File: config.mk
export PLATFORM = sky130hd
export DESIGN_NAME = token_stream_parser
export DESIGN_NICKNAME = d
export VERILOG_FILES = /design/src/rtl/token_stream_parser.sv
export SDC_FILE = /design/constraint.sdc
export NUM_CORES = 1
export LEC_CHECK = 0
export BUFFER_PORTS_ARGS = -buffer_cell sky130_fd_sc_hd__clkbuf_2
export CAP_MARGIN = 20
export CORE_AREA = 8 8 148 81
export DETAILED_ROUTE_END_ITERATION = 6
export DIE_AREA = 0 0 156 89
export GPL_TIMING_DRIVEN = 0
export PLACE_DENSITY = 0.74
export REMOVE_ABC_BUFFERS = 1
export SKIP_CTS_REPAIR_TIMING = 1
export SLEW_MARGIN = 20
export SYNTH_ARGS = -nofsm -noshare
export SYNTH_HDL_FRONTEND = slang
export SYNTH_SLANG_ARGS = --single-unit
File: constraint.sdc
create_clock -name clk -period 2.6 [get_ports clk]
set_input_delay 0.52 -clock clk [delete_from_list [all_inputs] [get_ports clk]]
set_output_delay 0.52 -clock clk [all_outputs]
set_load 0.02 [all_outputs]
File: src/rtl/token_stream_parser.sv
// token_stream_parser: pulls ASCII bytes from a buffer with a 1-cycle read
// latency and splits them on delimiters into signed-decimal tokens. Each
// token is streamed char-by-char to the int32 converter. Lexical errors are
// latched with a code and the byte index of the offending char.
//
// Handshakes:
//   tok_valid/tok_ready: a char moves on the cycle tok_valid && tok_ready are
//   both high. While tok_ready is low, tok_valid, tok_char and tok_start hold
//   steady. tok_end is a one-cycle pulse that needs no acknowledge.
//   result_valid is counted only while waiting for a conversion and is
//   ignored at any other time.
module token_stream_parser #(
  parameter int MAX_PAYLOAD   = 2048,
  parameter int ADDR_W        = 16,
  parameter int CNT_W         = 11,
  parameter int MAX_TOKEN_LEN = 11,
  parameter bit ALLOW_COMMA   = 1'b1,
  parameter bit ALLOW_NEWLINE = 1'b1
) (
  input  logic              clk,
  input  logic              rst,
  input  logic              start,
  input  logic              clear,
  input  logic [ADDR_W-1:0] total_length,
  output logic              rd_en,
  output logic [ADDR_W-1:0] rd_addr,
  input  logic [7:0]        rd_data,
  output logic              tok_start,
  output logic [7:0]        tok_char,
  output logic              tok_valid,
  input  logic              tok_ready,
  output logic              tok_end,
  input  logic              result_valid,
  output logic [CNT_W-1:0]  num_count,
  output logic              parse_done,
  output logic              parse_error,
  output logic [1:0]        err_code,
  output logic [ADDR_W-1:0] err_pos
);

  localparam int                LEN_W   = $clog2(MAX_TOKEN_LEN + 1);
  localparam logic [ADDR_W-1:0] MAX_L   = ADDR_W'(MAX_PAYLOAD);
  localparam logic [LEN_W-1:0]  MAX_LEN = LEN_W'(MAX_TOKEN_LEN);

  typedef enum logic [2:0] {
    S_IDLE, S_REQ, S_CLASSIFY, S_EMIT, S_END_TOK, S_WAIT_CONV, S_DONE, S_ERR
  } state_t;

  // state_q is the observable FSM state for debug and bound checkers.
  state_t              state_q, state_d;
  logic [ADDR_W-1:0]   ptr_q, ptr_d;
  logic [LEN_W-1:0]    len_q, len_d;
  logic [7:0]          held_q, held_d;
  logic [ADDR_W-1:0]   lim_q, lim_d;
  logic [CNT_W-1:0]    cnt_q, cnt_d;
  logic [1:0]          code_q, code_d;
  logic [ADDR_W-1:0]   pos_q, pos_d;

  logic is_delim, is_digit, is_minus, at_end, lone_minus;

  // Character classes of the byte returned by the buffer.
  always_comb begin
    is_digit = (rd_data >= 8'h30) && (rd_data <= 8'h39);
    is_minus = (rd_data == 8'h2D);
    is_delim = (rd_data == 8'h20)
            || (ALLOW_COMMA && (rd_data == 8'h2C))
            || (ALLOW_NEWLINE && ((rd_data == 8'h0A) || (rd_data == 8'h0D)));
  end

  assign at_end     = (ptr_q >= lim_q);
  // A completed token consisting of just '-' carries no number.
  assign lone_minus = (len_q == LEN_W'(1)) && (held_q == 8'h2D);

  // Next-state and datapath update.
  always_comb begin
    state_d = state_q;
    ptr_d   = ptr_q;
    len_d   = len_q;
    held_d  = held_q;
    lim_d   = lim_q;
    cnt_d   = cnt_q;
    code_d  = code_q;
    pos_d   = pos_q;
    case (state_q)
      S_IDLE: begin
        if (start) begin
          lim_d   = (total_length > MAX_L) ? MAX_L : total_length;
          ptr_d   = '0;
          len_d   = '0;
          cnt_d   = '0;
          state_d = S_REQ;
        end
      end
      S_REQ: begin
        if (at_end) state_d = (len_q != '0) ? S_END_TOK : S_DONE;
        else        state_d = S_CLASSIFY;
      end
      S_CLASSIFY: begin
        if (is_delim) begin
          if (len_q != '0) begin
            state_d = S_END_TOK;
          end else begin
            ptr_d   = ptr_q + 1'b1;
            state_d = S_REQ;
          end
        end else if (is_digit || (is_minus && (len_q == '0))) begin
          held_d  = rd_data;
          state_d = S_EMIT;
        end else begin
          code_d  = 2'd1;
          pos_d   = ptr_q;
          state_d = S_ERR;
        end
      end
      S_EMIT: begin
        if (tok_ready) begin
          if (len_q == MAX_LEN) begin
            code_d  = 2'd2;
            pos_d   = ptr_q;
            state_d = S_ERR;
          end else begin
            ptr_d   = ptr_q + 1'b1;
            len_d   = len_q + 1'b1;
            state_d = S_REQ;
          end
        end
      end
      S_END_TOK: begin
        if (lone_minus) begin
          code_d  = 2'd3;
          pos_d   = ptr_q - 1'b1;
          state_d = S_ERR;
        end else begin
          // Step over the terminating delimiter; at end of stream there is none.
          if (!at_end) ptr_d = ptr_q + 1'b1;
          len_d   = '0;
          state_d = S_WAIT_CONV;
        end
      end
      S_WAIT_CONV: begin
        if (result_valid) begin
          if (cnt_q != '1) cnt_d = cnt_q + 1'b1;
          state_d = S_REQ;
        end
      end
      S_DONE, S_ERR: state_d = state_q;
      default: state_d = S_IDLE;
    endcase
  end

  // State and datapath registers; clear behaves like a synchronous reset.
  always_ff @(posedge clk or posedge rst) begin
    if (rst) begin
      state_q <= S_IDLE;
      ptr_q   <= '0;
      len_q   <= '0;
      held_q  <= '0;
      lim_q   <= '0;
      cnt_q   <= '0;
      code_q  <= '0;
      pos_q   <= '0;
    end else if (clear) begin
      state_q <= S_IDLE;
      ptr_q   <= '0;
      len_q   <= '0;
      held_q  <= '0;
      lim_q   <= '0;
      cnt_q   <= '0;
      code_q  <= '0;
      pos_q   <= '0;
    end else begin
      state_q <= state_d;
      ptr_q   <= ptr_d;
      len_q   <= len_d;
      held_q  <= held_d;
      lim_q   <= lim_d;
      cnt_q   <= cnt_d;
      code_q  <= code_d;
      pos_q   <= pos_d;
    end
  end

  // Moore output decode from state and registers.
  always_comb begin
    rd_en       = (state_q == S_REQ) && !at_end;
    rd_addr     = rd_en ? ptr_q : '0;
    tok_valid   = (state_q == S_EMIT);
    tok_char    = tok_valid ? held_q : 8'h00;
    tok_start   = tok_valid && (len_q == '0);
    tok_end     = (state_q == S_END_TOK) && !lone_minus;
    num_count   = cnt_q;
    parse_done  = (state_q == S_DONE);
    parse_error = (state_q == S_ERR);
    err_code    = code_q;
    err_pos     = pos_q;
  end

endmodule

==> impl_metrics.sql, run 1 <==
INSERT INTO impl_metrics (metric_group, metric, value, unit) VALUES
('power', 'internal_power', '2.56', 'mW'),
('setup_path', 'ff2ff_setup_slack', '-190', 'ps'),
('outcome', 'run_status', 'finished with violations', ''),
('setup_path', 'cp_common_cell', 'sky130_fd_sc_hd__buf_6', ''),
('flow_run', 'max-cap-violations', '0', ''),
('setup_path', 'timing.critical_path.fanout_max', '7', ''),
('setup_path', 'critPathKind', 'reg2out', ''),
('synth', 'synth.distinct_cells', '69', ''),
('setup_path', 'cpMaxStageDelayCell', 'sky130_fd_sc_hd__dfrtp_2', ''),
('cells_and_area', 'fill_cells', '790', ''),
('power', 'net-switching-power', '1.21', 'mW'),
('die', 'floorplan.initialDensity', '48.4', '%'),
('drt', 'route.detailed.wl_per_inst', '19.0', 'um'),
('global_route', 'grtUsageTotal', '19.3', '%'),
('clock_tree', 'cts_buffers', '9', ''),
('cells_and_area', 'antennaDiodeCount', '0', ''),
('worst_hold_path', 'min-delay-path-class', 'in2async', ''),
('sta', 'setup_slack', '-357', 'ps'),
('power', 'p_clk_share', '39.4', '%'),
('die', 'io-pin-count', '89', ''),
('outcome', 'failed_checks', 'negative setup slack', ''),
('setup_path', 'critical_path.startpoint_type', 'flop', ''),
('synth', 'syn_inst', '542', ''),
('power', 'share_seq_of_total_power', '34.7', '%'),
('global_route', 'global_route_wire_length_before_repair', '21.2', 'mm'),
('cells_and_area', 'multi_input_comb_area', '2940', 'sq um'),
('power', 'power.switching_fraction', '32.2', '%'),
('synth', 'ys_async_sr_fraction', '100', '%'),
('cells_and_area', 'regArea', '1920', 'sq um'),
('power', 'power.leakage', '2.87', 'nW'),
('cells_and_area', 'layout_common_cells', 'sky130_fd_sc_hd__clkbuf_2 (72), sky130_fd_sc_hd__dfrtp_1 (60), sky130_fd_sc_hd__nor2_1 (52), sky130_fd_sc_hd__nand2_1 (42), sky130_fd_sc_hd__o21ai_1 (40)', ''),
('sta', 'setup_viol_count_final', '31', ''),
('synth', 'synth_enable_flop_cells', '0', ''),
('place', 'placed_wire_length_estimate_after_detailed_placement', '9.78', 'mm'),
('drt', 'postRouteWirelength', '15.2', 'mm'),
('drt', 'post_route_drc', '0', ''),
('drt', 'drt_iter0_drc', '621', ''),
('global_route', 'first_global_vias', '4090', ''),
('die', 'die_y', '89', 'um'),
('sta', 'timing.final.crit_share', '114', '%'),
('place', 'portBuffers', '88', ''),
('die', 'design.die.area', '13900', 'sq um'),
('cells_and_area', 'area.growth.synth_to_final', '32.2', '%'),
('die', 'core_area', '9860', 'sq um'),
('place', 'gp_routability_congestion', '0.931', ''),
('sta', 'achievable-frequency', '338', 'MHz'),
('sta', 'maxSlewViolCount', '0', ''),
('sta', 'final-hold-violation-count', '0', ''),
('clock_tree', 'cts-htree-levels', '3', ''),
('setup_path', 'critical_path_required', '2080', 'ps'),
('cells_and_area', 'layout_commonest_cell', 'sky130_fd_sc_hd__clkbuf_2', ''),
('sta', 'fin_worst_skew', '6.56', 'ps'),
('sta', 'setup_tns', '-6890', 'ps'),
('synth', 'synth_area', '4770', 'sq um'),
('synth', 'synthDominantAreaCellType', 'sky130_fd_sc_hd__dfrtp_1', ''),
('power', 'pwr_density_cell', '598', 'nW/um^2'),
('clock_tree', 'clkTransAtPathRegs', '60', 'ps'),
('power', 'combinationalPowerShare', '26.0', '%'),
('clock_tree', 'clk_latency', '340', 'ps'),
('synth', 'synth.top_cells.by_area', 'sky130_fd_sc_hd__dfrtp_1 (40%), sky130_fd_sc_hd__ha_1 (5.8%), sky130_fd_sc_hd__o21ai_1 (4.3%)', ''),
('drt', 'detail_route.vias_per_cell', '6.00', ''),
('global_route', 'pin_count_of_the_biggest_net_entering_global_routing', '40', ''),
('sta', 'finalWorstPathRequiredPeriod', '2960', 'ps'),
('sta', 'worst-slew-pin-transition', '854', 'ps'),
('setup_path', 'critical_path_arrival', '2440', 'ps'),
('clock_tree', 'cts_max_path_buffers', '2', ''),
('power', 'ir_drop', '0.000390', 'V'),
('synth', 'yosys_warnings', '0', ''),
('synth', 'synth_flop_cell', 'sky130_fd_sc_hd__dfrtp_1', ''),
('drt', 'via_count', '4795', ''),
('cells_and_area', 'drive_above_1_share', '32.5', '%');
-- power groups by stage --
stage	combinational, mW	clock (mW)	sequential, mW
after global routing	1.06	1.55	1.31
after floorplan	0.471	0	1.34
after CTS	0.720	1.50	1.30
after detailed placement	0.714	0	1.32
after global placement	0.684	0	1.32
final	0.978	1.49	1.31
-- stage by stage --
step	util [%]	std cells	cell area, sq um	power (mW)	setup slack (ps)
2_1_floorplan	-	512	4630	1.81	-229
3_3_place_gp	53.2	740	5240	2.01	-786
3_5_place_dp	53.5	742	5280	2.04	-630
4_1_cts	57.1	758	5630	3.52	-1000
5_1_grt	63.9	799	6300	3.91	-412
6_report	63.9	799	6300	3.77	-357
-- cells by family after synthesis --
| group | Yosys count | synth area share [%] |
|---|---|---|
| adder cells (fa/ha/maj) | 22 | 5.77 |
| XOR/XNOR | 13 | 2.39 |
| AO/OA/AOI/OAI | 127 | 18.2 |
| multiplexers | 7 | 1.47 |
| AND/OR/NAND/NOR | 237 | 27.0 |
| buffers and inverters | 60 | 5.30 |
| flip-flops | 76 | 39.9 |
-- per-layer routing --
layer | wire (um) | part of all wire, % | track usage, %
met1 | 6750 | 44 | 27.7
met2 | 6320 | 42 | 27.4
met3 | 1740 | 11 | 5.35
met4 | 361 | 2.4 | 6.29
met5 | 0 | 0 | 0
-- path summary, 6_finish.rpt --
kind,endpoint,cells past startpoint,start
min in group clk,lim_q[10],3,total_length[10]
min,held_q[6],2,rst
max,rd_addr[10],8,ptr_q[10]
max in group asynchronous,state_q[2],3,rst
min reg2reg,err_pos[14],1,err_pos[14]
max reg2reg,state_q[1],11,ptr_q[10]
-- cells in the mapped netlist, types with 3 or more instances --
| library cell | count |
|---|---|
| sky130_fd_sc_hd__inv_1 | 28 |
| sky130_fd_sc_hd__or3_1 | 9 |
| sky130_fd_sc_hd__o21ai_0 | 12 |
| sky130_fd_sc_hd__clkbuf_1 | 21 |
| sky130_fd_sc_hd__a21oi_1 | 17 |
| sky130_fd_sc_hd__a21o_1 | 3 |
| sky130_fd_sc_hd__mux2i_1 | 7 |
| sky130_fd_sc_hd__nand2_1 | 43 |
| sky130_fd_sc_hd__nand3b_1 | 3 |
| sky130_fd_sc_hd__xnor2_1 | 7 |
| sky130_fd_sc_hd__nand4_1 | 3 |
| sky130_fd_sc_hd__and3_1 | 29 |
| sky130_fd_sc_hd__o2bb2ai_1 | 15 |
| sky130_fd_sc_hd__o21ai_1 | 41 |
| sky130_fd_sc_hd__nor2b_1 | 5 |
| sky130_fd_sc_hd__nor2_1 | 53 |
| sky130_fd_sc_hd__buf_2 | 4 |
| sky130_fd_sc_hd__dfrtp_1 | 76 |
| sky130_fd_sc_hd__or2_1 | 4 |
| sky130_fd_sc_hd__ha_1 | 22 |
| sky130_fd_sc_hd__nor3_1 | 13 |
| sky130_fd_sc_hd__xor2_1 | 6 |
| sky130_fd_sc_hd__nand2b_1 | 13 |
| sky130_fd_sc_hd__or4_1 | 3 |
| sky130_fd_sc_hd__nand3_1 | 14 |
| sky130_fd_sc_hd__o31ai_1 | 10 |
| sky130_fd_sc_hd__nor4_1 | 7 |
| sky130_fd_sc_hd__a31oi_1 | 4 |
| sky130_fd_sc_hd__and2_1 | 17 |
-- sequential cells by signal (all words and copies together), names as in the netlist --
| register | flops |
|---|---|
| err_code | 2 |
| err_pos | 16 |
| held_q | 8 |
| len_q | 4 |
| lim_q | 16 |
| num_count | 11 |
| ptr_q | 16 |
| state_q | 3 |
-- cell type report --
cell class / instances / share of cell area, %
multi-input cells: 413 / 46.7
flip-flops and latches: 76 / 30.5
repair buffers: 124 / 12.5
clock buffers: 11 / 3.85
well taps: 140 / 2.78
inverters: 30 / 1.91
clock inverters: 5 / 1.71
-- worst max-delay path: cells and delay by family (launching register included) --
kind,cells,cell delay (ps)
compound gates,1,370
fa+ha+maj,1,310
buf+inv,2,330
flops,1,490
simple gates,4,590
No activity file was read; power rests on OpenSTA's default activity.
==> run 2: changes to the inputs <==
- ABC_AREA: not set -> 1
- CORE_AREA: 8 8 148 81 -> 8 8 154 84
- DIE_AREA: 0 0 156 89 -> 0 0 162 92
- PLACE_DENSITY: 0.74 -> 0.71
- clock period: 2.6 -> 2.93 ns (I/O delays scaled with it)
==> run 2 against run 1 <==
  * The flow finishes with violations (design-rule violations)
  * Synthesized cell count up 43%
  * Die area increased by 7.3%
  * Clock power decreased by 30%
  * Critical path type unchanged
==> impl_metrics.sql, run 2 <==
INSERT INTO impl_metrics (metric_group, metric, value, unit) VALUES
('drt', 'detailedRoute.firstPassIterationCount', '7', ''),
('sta', 'achievable-frequency', '342', 'MHz'),
('clock_tree', 'tritoncts_num_sinks', '76', ''),
('sta', 'timing.hold.ws', '265', 'ps'),
('drt', 'via_count', '5545', ''),
('sta', 'finalWorstPathRequiredPeriod', '2920', 'ps'),
('drt', 'detail_route.vias_per_cell', '5.44', ''),
('clock_tree', 'clkTransAtPathRegs', '60', 'ps'),
('cells_and_area', 'multi_input_comb_area', '2980', 'sq um'),
('drt', 'detail-route-antenna-nets', '0', ''),
('cells_and_area', 'area.growth.synth_to_final', '20.5', '%'),
('global_route', 'grtUsageTotal', '21.4', '%'),
('clock_tree', 'cts.root.buffer_cell', 'sky130_fd_sc_hd__clkbuf_16', ''),
('synth', 'yosys_warnings', '0', ''),
('clock_tree', 'cts_max_path_buffers', '2', ''),
('die', 'design.die.area', '14900', 'sq um'),
('die', 'die_y', '92', 'um'),
('power', 'power.leakage', '3.21', 'nW'),
('place', 'placed_wire_length_estimate_after_detailed_placement', '12.5', 'mm'),
('power', 'share_seq_of_total_power', '31.6', '%'),
('outcome', 'failed_checks', 'design-rule violations', ''),
('synth', 'synthDominantAreaCellType', 'sky130_fd_sc_hd__dfrtp_1', ''),
('cells_and_area', 'fill_cells', '1007', ''),
('power', 'pwr_density_cell', '605', 'nW/um^2'),
('setup_path', 'critical_path_arrival', '2330', 'ps'),
('clock_tree', 'cts_buffers', '9', ''),
('power', 'net-switching-power', '1.67', 'mW'),
('place', 'portBuffers', '88', ''),
('setup_path', 'endpoint_kind', 'primary output', ''),
('setup_path', 'cp-endpoint', 'rd_addr[15]', ''),
('global_route', 'first_global_vias', '5005', ''),
('drt', 'drt_iter0_drc', '903', ''),
('cells_and_area', 'final_stage_net_count', '921', ''),
('power', 'combinationalPowerShare', '41.0', '%'),
('sta', 'fin_worst_skew', '9.30', 'ps'),
('sta', 'maxSlewViolCount', '0', ''),
('synth', 'ys_seq_area_share', '36.3', '%'),
('sta', 'timing.slew.headroom', '40.9', '%'),
('synth', 'synth.top_cells.by_area', 'sky130_fd_sc_hd__dfrtp_1 (36%), sky130_fd_sc_hd__nand2_1 (16%), sky130_fd_sc_hd__nor2_1 (8.6%)', ''),
('setup_path', 'r2r_cells', '9', ''),
('power', 'p_clk_share', '27.4', '%'),
('clock_tree', 'cts-htree-levels', '3', ''),
('setup_path', 'critical_path.startpoint_type', 'flop', ''),
('drt', 'route.detailed.wl_per_inst', '16.4', 'um'),
('place', 'gp_routability_congestion', '0.951', ''),
('die', 'rows', '27', ''),
('synth', 'synth_area', '5240', 'sq um'),
('power', 'power.switching_fraction', '43.7', '%'),
('synth', 'synth.distinct_cells', '38', ''),
('global_route', 'grt-busiest-layer', 'met1', ''),
('global_route', 'initial_antenna_violation_count', '0', ''),
('setup_path', 'critical_path_required', '2340', 'ps'),
('synth', 'yosysMostFrequentCell', 'sky130_fd_sc_hd__nand2_1', ''),
('global_route', 'met3_usage', '6.69', '%'),
('synth', 'ys_async_sr_fraction', '100', '%'),
('synth', 'syn_inst', '774', ''),
('setup_path', 'timing.critical_path.fanout_max', '8', ''),
('cells_and_area', 'drive_above_1_share', '21.1', '%'),
('synth', 'synthesized_flop_and_latch_total', '76', ''),
('power', 'internal_power', '2.15', 'mW'),
('global_route', 'pin_count_of_the_biggest_net_entering_global_routing', '42', ''),
('sta', 'timing.final.crit_share', '99.7', '%'),
('sta', 'worst-slew-pin-transition', '882', 'ps'),
('setup_path', 'critPathKind', 'reg2out', ''),
('cells_and_area', 'antennaDiodeCount', '0', ''),
('outcome', 'run_status', 'finished with violations', ''),
('flow_run', 'max-cap-violations', '0', ''),
('die', 'horizontal_extent_of_the_die', '162', 'um'),
('drt', 'post_route_drc', '1', ''),
('sta', 'setup_viol_count_final', '0', ''),
('clock_tree', 'tritoncts', 'yes', ''),
('die', 'core_area', '10700', 'sq um'),
('synth', 'yosys.area.top_type_share', '36.3', '%'),
('global_route', 'grt_remaining_overflow', '0', ''),
('sta', 'final-hold-violation-count', '0', ''),
('sta', 'setup_tns', '0', 'ps'),
('synth', 'postSynthAreaPerCell', '6.77', 'sq um'),
('synth', 'post_synth_most_frequent_cells', 'sky130_fd_sc_hd__nand2_1 (218), sky130_fd_sc_hd__nor2_1 (120), sky130_fd_sc_hd__inv_1 (90)', ''),
('setup_path', 'rr_startpoint', 'state_q[1]', ''),
('synth', 'synth_flop_cell', 'sky130_fd_sc_hd__dfrtp_1', ''),
('setup_path', 'ff2ff_setup_slack', '250', 'ps'),
('setup_path', 'timing.rr.end', 'ptr_q[13]', ''),
('setup_path', 'cp-startpoint', 'ptr_q[9]', ''),
('drt', 'postRouteWirelength', '16.7', 'mm'),
('die', 'io-pin-count', '89', ''),
('global_route', 'grt_use_met1', '32.5', '%'),
('cells_and_area', 'regArea', '1910', 'sq um'),
('die', 'floorplan.initialDensity', '49.1', '%'),
('global_route', 'grt.met2_usage', '29.2', '%'),
('cells_and_area', 'layout_common_cells', 'sky130_fd_sc_hd__nand2_1 (217), sky130_fd_sc_hd__nor2_1 (109), sky130_fd_sc_hd__inv_1 (87), sky130_fd_sc_hd__clkbuf_2 (79), sky130_fd_sc_hd__dfrtp_1 (66)', ''),
('clock_tree', 'clk_latency', '330', 'ps'),
('sta', 'rsz0062_at_grt', 'true', ''),
('power', 'ir_drop', '0.000298', 'V'),
('global_route', 'global_route_wire_length_before_repair', '25.9', 'mm'),
('worst_hold_path', 'min-delay-path-class', 'in2async', ''),
('synth', 'synth_enable_flop_cells', '0', ''),
('cells_and_area', 'layout_commonest_cell', 'sky130_fd_sc_hd__nand2_1', '');
==> run 2: cell families (layout without fill, tap and decap cells) <==
| kind of cell | Yosys count | after routing | synth area share, % |
|---|---|---|---|
| and+or+nand+nor | 475 | 477 | 39.8 |
| buffers and inverters | 119 | 217 | 9.04 |
| DFF | 76 | 76 | 36.3 |
| AOI/OAI and AO/OA | 64 | 64 | 6.61 |
| adders and majority gates | 22 | 22 | 5.25 |
| xor gates and xnor gates | 18 | 18 | 3.01 |
==> run 2: power by group through the flow <==
stage	combinational (mW)	sequential, mW	clock, mW
after floorplan	0.870	1.25	0
after global placement	1.30	1.21	0
after detailed placement	1.33	1.22	0
after CTS	1.34	1.20	1.06
after global routing	1.69	1.21	1.12
final	1.57	1.21	1.05
==> run 2: final cells by class <==
type                    count  share of cell area (%)
clock inverters             5                   0.574
multi-input cells         581                    47.1
inverters                  95                    5.74
well taps                 145                    2.87
clock buffers              11                    3.84
flip-flops and latches     76                    30.3
repair buffers            106                    9.56
==> run 2: metal layers <==
metal | share of wire, % | up-vias | wire length (um)
met1 | 47 | 2546 | 7810
met3 | 13 | 18 | 2160
met5 | 0 | - | 0
met4 | 0.77 | 0 | 129
li1 | - | 2676 | -
met2 | 39 | 305 | 6570
==> run 2: per-stage QoR <==
step | setup slack (ps) | instances | power (mW) | utilization [%] | cell area [sq um]
after detailed placement | -384 | 984 | 2.54 | 54.1 | 5770
final | 9.61 | 1019 | 3.82 | 59.2 | 6320
after global routing | -70.5 | 1019 | 4.02 | 59.2 | 6320
after CTS | -630 | 1000 | 3.60 | 56.7 | 6050
after global placement | -450 | 983 | 2.51 | 53.8 | 5750
after floorplan | 406 | 750 | 2.12 | - | 5130
==> run 2: worst min path at each step <==
stage | endpoint | slack, ps | depth (start not counted)
2_1_floorplan | lim_q[10] | 450 | 2
3_3_place_gp | err_pos[5] | 450 | 2
3_5_place_dp | err_pos[6] | 460 | 2
4_1_cts | err_pos[0] | 280 | 2
5_1_grt | err_pos[0] | 300 | 2
6_report | err_pos[0] | 270 | 2
==> run 2: critical path: stages, from the launching register on <==
cell                       delay, ps
sky130_fd_sc_hd__dfrtp_2         480
sky130_fd_sc_hd__ha_1            340
sky130_fd_sc_hd__a21oi_1         150
sky130_fd_sc_hd__o21ai_0         120
sky130_fd_sc_hd__a21oi_2         190
sky130_fd_sc_hd__buf_6           160
sky130_fd_sc_hd__nand3_4         150
sky130_fd_sc_hd__nor2_2          200
sky130_fd_sc_hd__clkbuf_2        200
==> run 3: changes to the inputs <==
- PLACE_DENSITY: 0.71 -> 0.74
- clock period: 2.93 -> 2.6 ns (I/O delays scaled with it)
==> run 3 against run 2 <==
  * The run ends with design-rule violations, negative setup slack left
  * Largest cell class unchanged
  * Largest power group unchanged
  * First-iteration DRC count is 24% lower
  * Worst setup slack worse by 170 ps
  * Global-route usage is 0.43 points lower
  * Sequential power grew 12%
  * Clock skew up 0.69 ps
  * Cell count is 1.4% higher
  * Count of clock-buffer cells in the layout down 2
  * Flip-flop and latch count did not move
  * Register-to-register slack worse by 190 ps
==> impl_metrics.sql, run 3 (synthesis results as in run 2) <==
INSERT INTO impl_metrics (metric_group, metric, value, unit) VALUES
('outcome', 'run_status', 'finished with violations', ''),
('outcome', 'failed_checks', 'design-rule violations, negative setup slack', ''),
('sta', 'timing.hold.ws', '113', 'ps'),
('place', 'placed_wire_length_estimate_after_detailed_placement', '11.9', 'mm'),
('setup_path', 'rr_startpoint', 'state_q[0]', ''),
('sta', 'finalWorstPathRequiredPeriod', '2770', 'ps'),
('setup_path', 'endpoint_kind', 'primary output', ''),
('setup_path', 'critical_path.n_buffers_inverters', '2', ''),
('cells_and_area', 'antennaDiodeCount', '0', ''),
('global_route', 'initial_antenna_violation_count', '0', ''),
('drt', 'route.met3.wl', '2.52', 'mm'),
('drt', 'wl_met1', '7.73', 'mm'),
('sta', 'timing.slew.headroom', '49.9', '%'),
('drt', 'routed_length_on_met2', '6.44', 'mm'),
('cells_and_area', 'layout_common_cells', 'sky130_fd_sc_hd__nand2_1 (212), sky130_fd_sc_hd__nor2_1 (105), sky130_fd_sc_hd__inv_1 (82), sky130_fd_sc_hd__clkbuf_2 (70), sky130_fd_sc_hd__dfrtp_1 (60)', ''),
('drt', 'routed.top_layer', 'met4', ''),
('sta', 'setup_viol_count_final', '17', ''),
('sta', 'final-hold-violation-count', '0', ''),
('die', 'die_y', '92', 'um'),
('clock_tree', 'tritoncts', 'yes', ''),
('setup_path', 'path_depth', '8', ''),
('sta', 'rsz0062_at_grt', 'true', ''),
('sta', 'worst-slew-pin-transition', '751', 'ps'),
('setup_path', 'r2r_cells', '11', ''),
('setup_path', 'timing.critical_path.fanout_max', '8', ''),
('drt', 'route.detailed.wl_per_inst', '16.4', 'um'),
('setup_path', 'critical_path.cell_chain', 'ha_1 -> nand2_1 -> nor2_1 -> a21oi_2 -> buf_6 -> nand3_4 -> nor2_2 -> buf_6', ''),
('cells_and_area', 'final_stage_net_count', '936', ''),
('setup_path', 'ff2ff_setup_slack', '60', 'ps'),
('clock_tree', 'cts_buffers', '9', ''),
('global_route', 'grtUsageTotal', '21.0', '%'),
('die', 'core_area', '10700', 'sq um'),
('clock_tree', 'clk_latency', '350', 'ps'),
('power', 'power.leakage', '3.34', 'nW'),
('flow_run', 'max-cap-violations', '0', ''),
('place', 'gp_routability_congestion', '0.959', ''),
('drt', 'detailedRoute.firstPassIterationCount', '7', ''),
('setup_path', 'cp-startpoint', 'ptr_q[12]', ''),
('clock_tree', 'clkTransAtPathRegs', '60', 'ps'),
('clock_tree', 'tritoncts_num_sinks', '76', ''),
('die', 'floorplan.initialDensity', '49.1', '%'),
('clock_tree', 'cts.root.buffer_cell', 'sky130_fd_sc_hd__clkbuf_16', ''),
('place', 'portBuffers', '88', ''),
('die', 'io-pin-count', '89', ''),
('clock_tree', 'cts_max_path_buffers', '2', ''),
('drt', 'postRouteWirelength', '17.0', 'mm'),
('die', 'design.die.area', '14900', 'sq um'),
('sta', 'setup_slack', '-165', 'ps'),
('setup_path', 'critical_path_required', '2080', 'ps'),
('power', 'ir_drop', '0.000415', 'V'),
('global_route', 'grt_remaining_overflow', '0', ''),
('setup_path', 'critical_path_arrival', '2250', 'ps'),
('setup_path', 'critPathMaxStageDelay', '490', 'ps'),
('cells_and_area', 'regArea', '1920', 'sq um'),
('setup_path', 'cpMaxStageDelayCell', 'sky130_fd_sc_hd__dfrtp_2', ''),
('cells_and_area', 'utilization', '63.4', '%'),
('setup_path', 'critPathKind', 'reg2out', ''),
('cells_and_area', 'multi_input_comb_area', '3170', 'sq um'),
('drt', 'post_route_drc', '12', ''),
('clock_tree', 'cts-htree-levels', '3', ''),
('drt', 'drt_iter0_drc', '690', ''),
('setup_path', 'critical_path.startpoint_type', 'flop', ''),
('power', 'pwr_density_cell', '691', 'nW/um^2'),
('global_route', 'global_route_wire_length_before_repair', '25.3', 'mm'),
('drt', 'via_count', '5626', ''),
('sta', 'fin_worst_skew', '9.99', 'ps'),
('cells_and_area', 'postLayoutCellArea', '6770', 'sq um'),
('sta', 'maxSlewViolCount', '0', ''),
('place', 'place_area', '5780', 'sq um'),
('global_route', 'first_global_vias', '4776', ''),
('setup_path', 'timing.critical_path.max_delay_family', 'simple AND/OR/NAND/NOR gates', ''),
('die', 'horizontal_extent_of_the_die', '162', 'um'),
('cells_and_area', 'drive_above_1_share', '25.9', '%'),
('setup_path', 'cp-endpoint', 'rd_addr[6]', ''),
('worst_hold_path', 'min-delay-path-class', 'in2async', ''),
('cells_and_area', 'fill_cells', '975', ''),
('sta', 'achievable-frequency', '362', 'MHz'),
('sta', 'timing.final.crit_share', '106', '%'),
('setup_path', 'timing.rr.end', 'ptr_q[3]', ''),
('die', 'rows', '27', ''),
('cells_and_area', 'layout_commonest_cell', 'sky130_fd_sc_hd__nand2_1', ''),
('drt', 'detail_route.vias_per_cell', '5.45', ''),
('global_route', 'pin_count_of_the_biggest_net_entering_global_routing', '57', ''),
('setup_path', 'cp_common_cell', 'sky130_fd_sc_hd__buf_6', ''),
('cells_and_area', 'area.growth.synth_to_final', '29.1', '%'),
('place', 'dpl_worst_slack', '-569', 'ps'),
('drt', 'detail-route-antenna-nets', '0', '');
==> run 3: cell types whose count changed in the layout (fill, tap and decap cells not counted), moves of 6 or more <==
cell                       change
sky130_fd_sc_hd__buf_4        +15
sky130_fd_sc_hd__buf_6        +11
sky130_fd_sc_hd__clkbuf_2      -9
sky130_fd_sc_hd__ha_1          -9
sky130_fd_sc_hd__ha_4          +9
sky130_fd_sc_hd__dfrtp_1       -6
sky130_fd_sc_hd__dfrtp_2       +6
==> run 3: final cells by class <==
type | count | area share [%]
clock buffers | 9 | 3.33
clock inverters | 6 | 1.66
repair buffers | 120 | 11.7
inverters | 95 | 5.45
multi-input cells | 582 | 46.8
flip-flops and latches | 76 | 28.4
well taps | 145 | 2.68
==> run 3: layer usage <==
layer,global-route usage [%],up-vias
met5,0,-
li1,-,2708
met2,26.0,294
met4,4.75,0
met1,32.1,2586
met3,8.65,38
==> run 3: power breakdown <==
part	internal (mW)	leakage (nW)	switching, mW
sequential	1.27	1.03	0.0847
clock	0.936	0.166	0.520
combinational	0.520	2.15	1.35
total	2.72	3.34	1.96
==> run 3: worst min path at each step <==
stage | cells past startpoint | to
final | 2 | err_pos[13]
after global routing | 2 | err_code[0]
after CTS | 2 | err_code[0]
after detailed placement | 2 | err_pos[4]
after global placement | 2 | err_pos[6]
after floorplan | 2 | lim_q[10]
==> run 3: through the flow <==
stage / TNS, ps / std cells / total power, mW
2_1_floorplan: 0 / 750 / 2.39
3_3_place_gp: -86420 / 983 / 2.83
3_5_place_dp: -27480 / 984 / 2.85
4_1_cts: -17450 / 999 / 4.30
5_1_grt: -2590 / 1033 / 4.91
6_report: -1660 / 1033 / 4.68
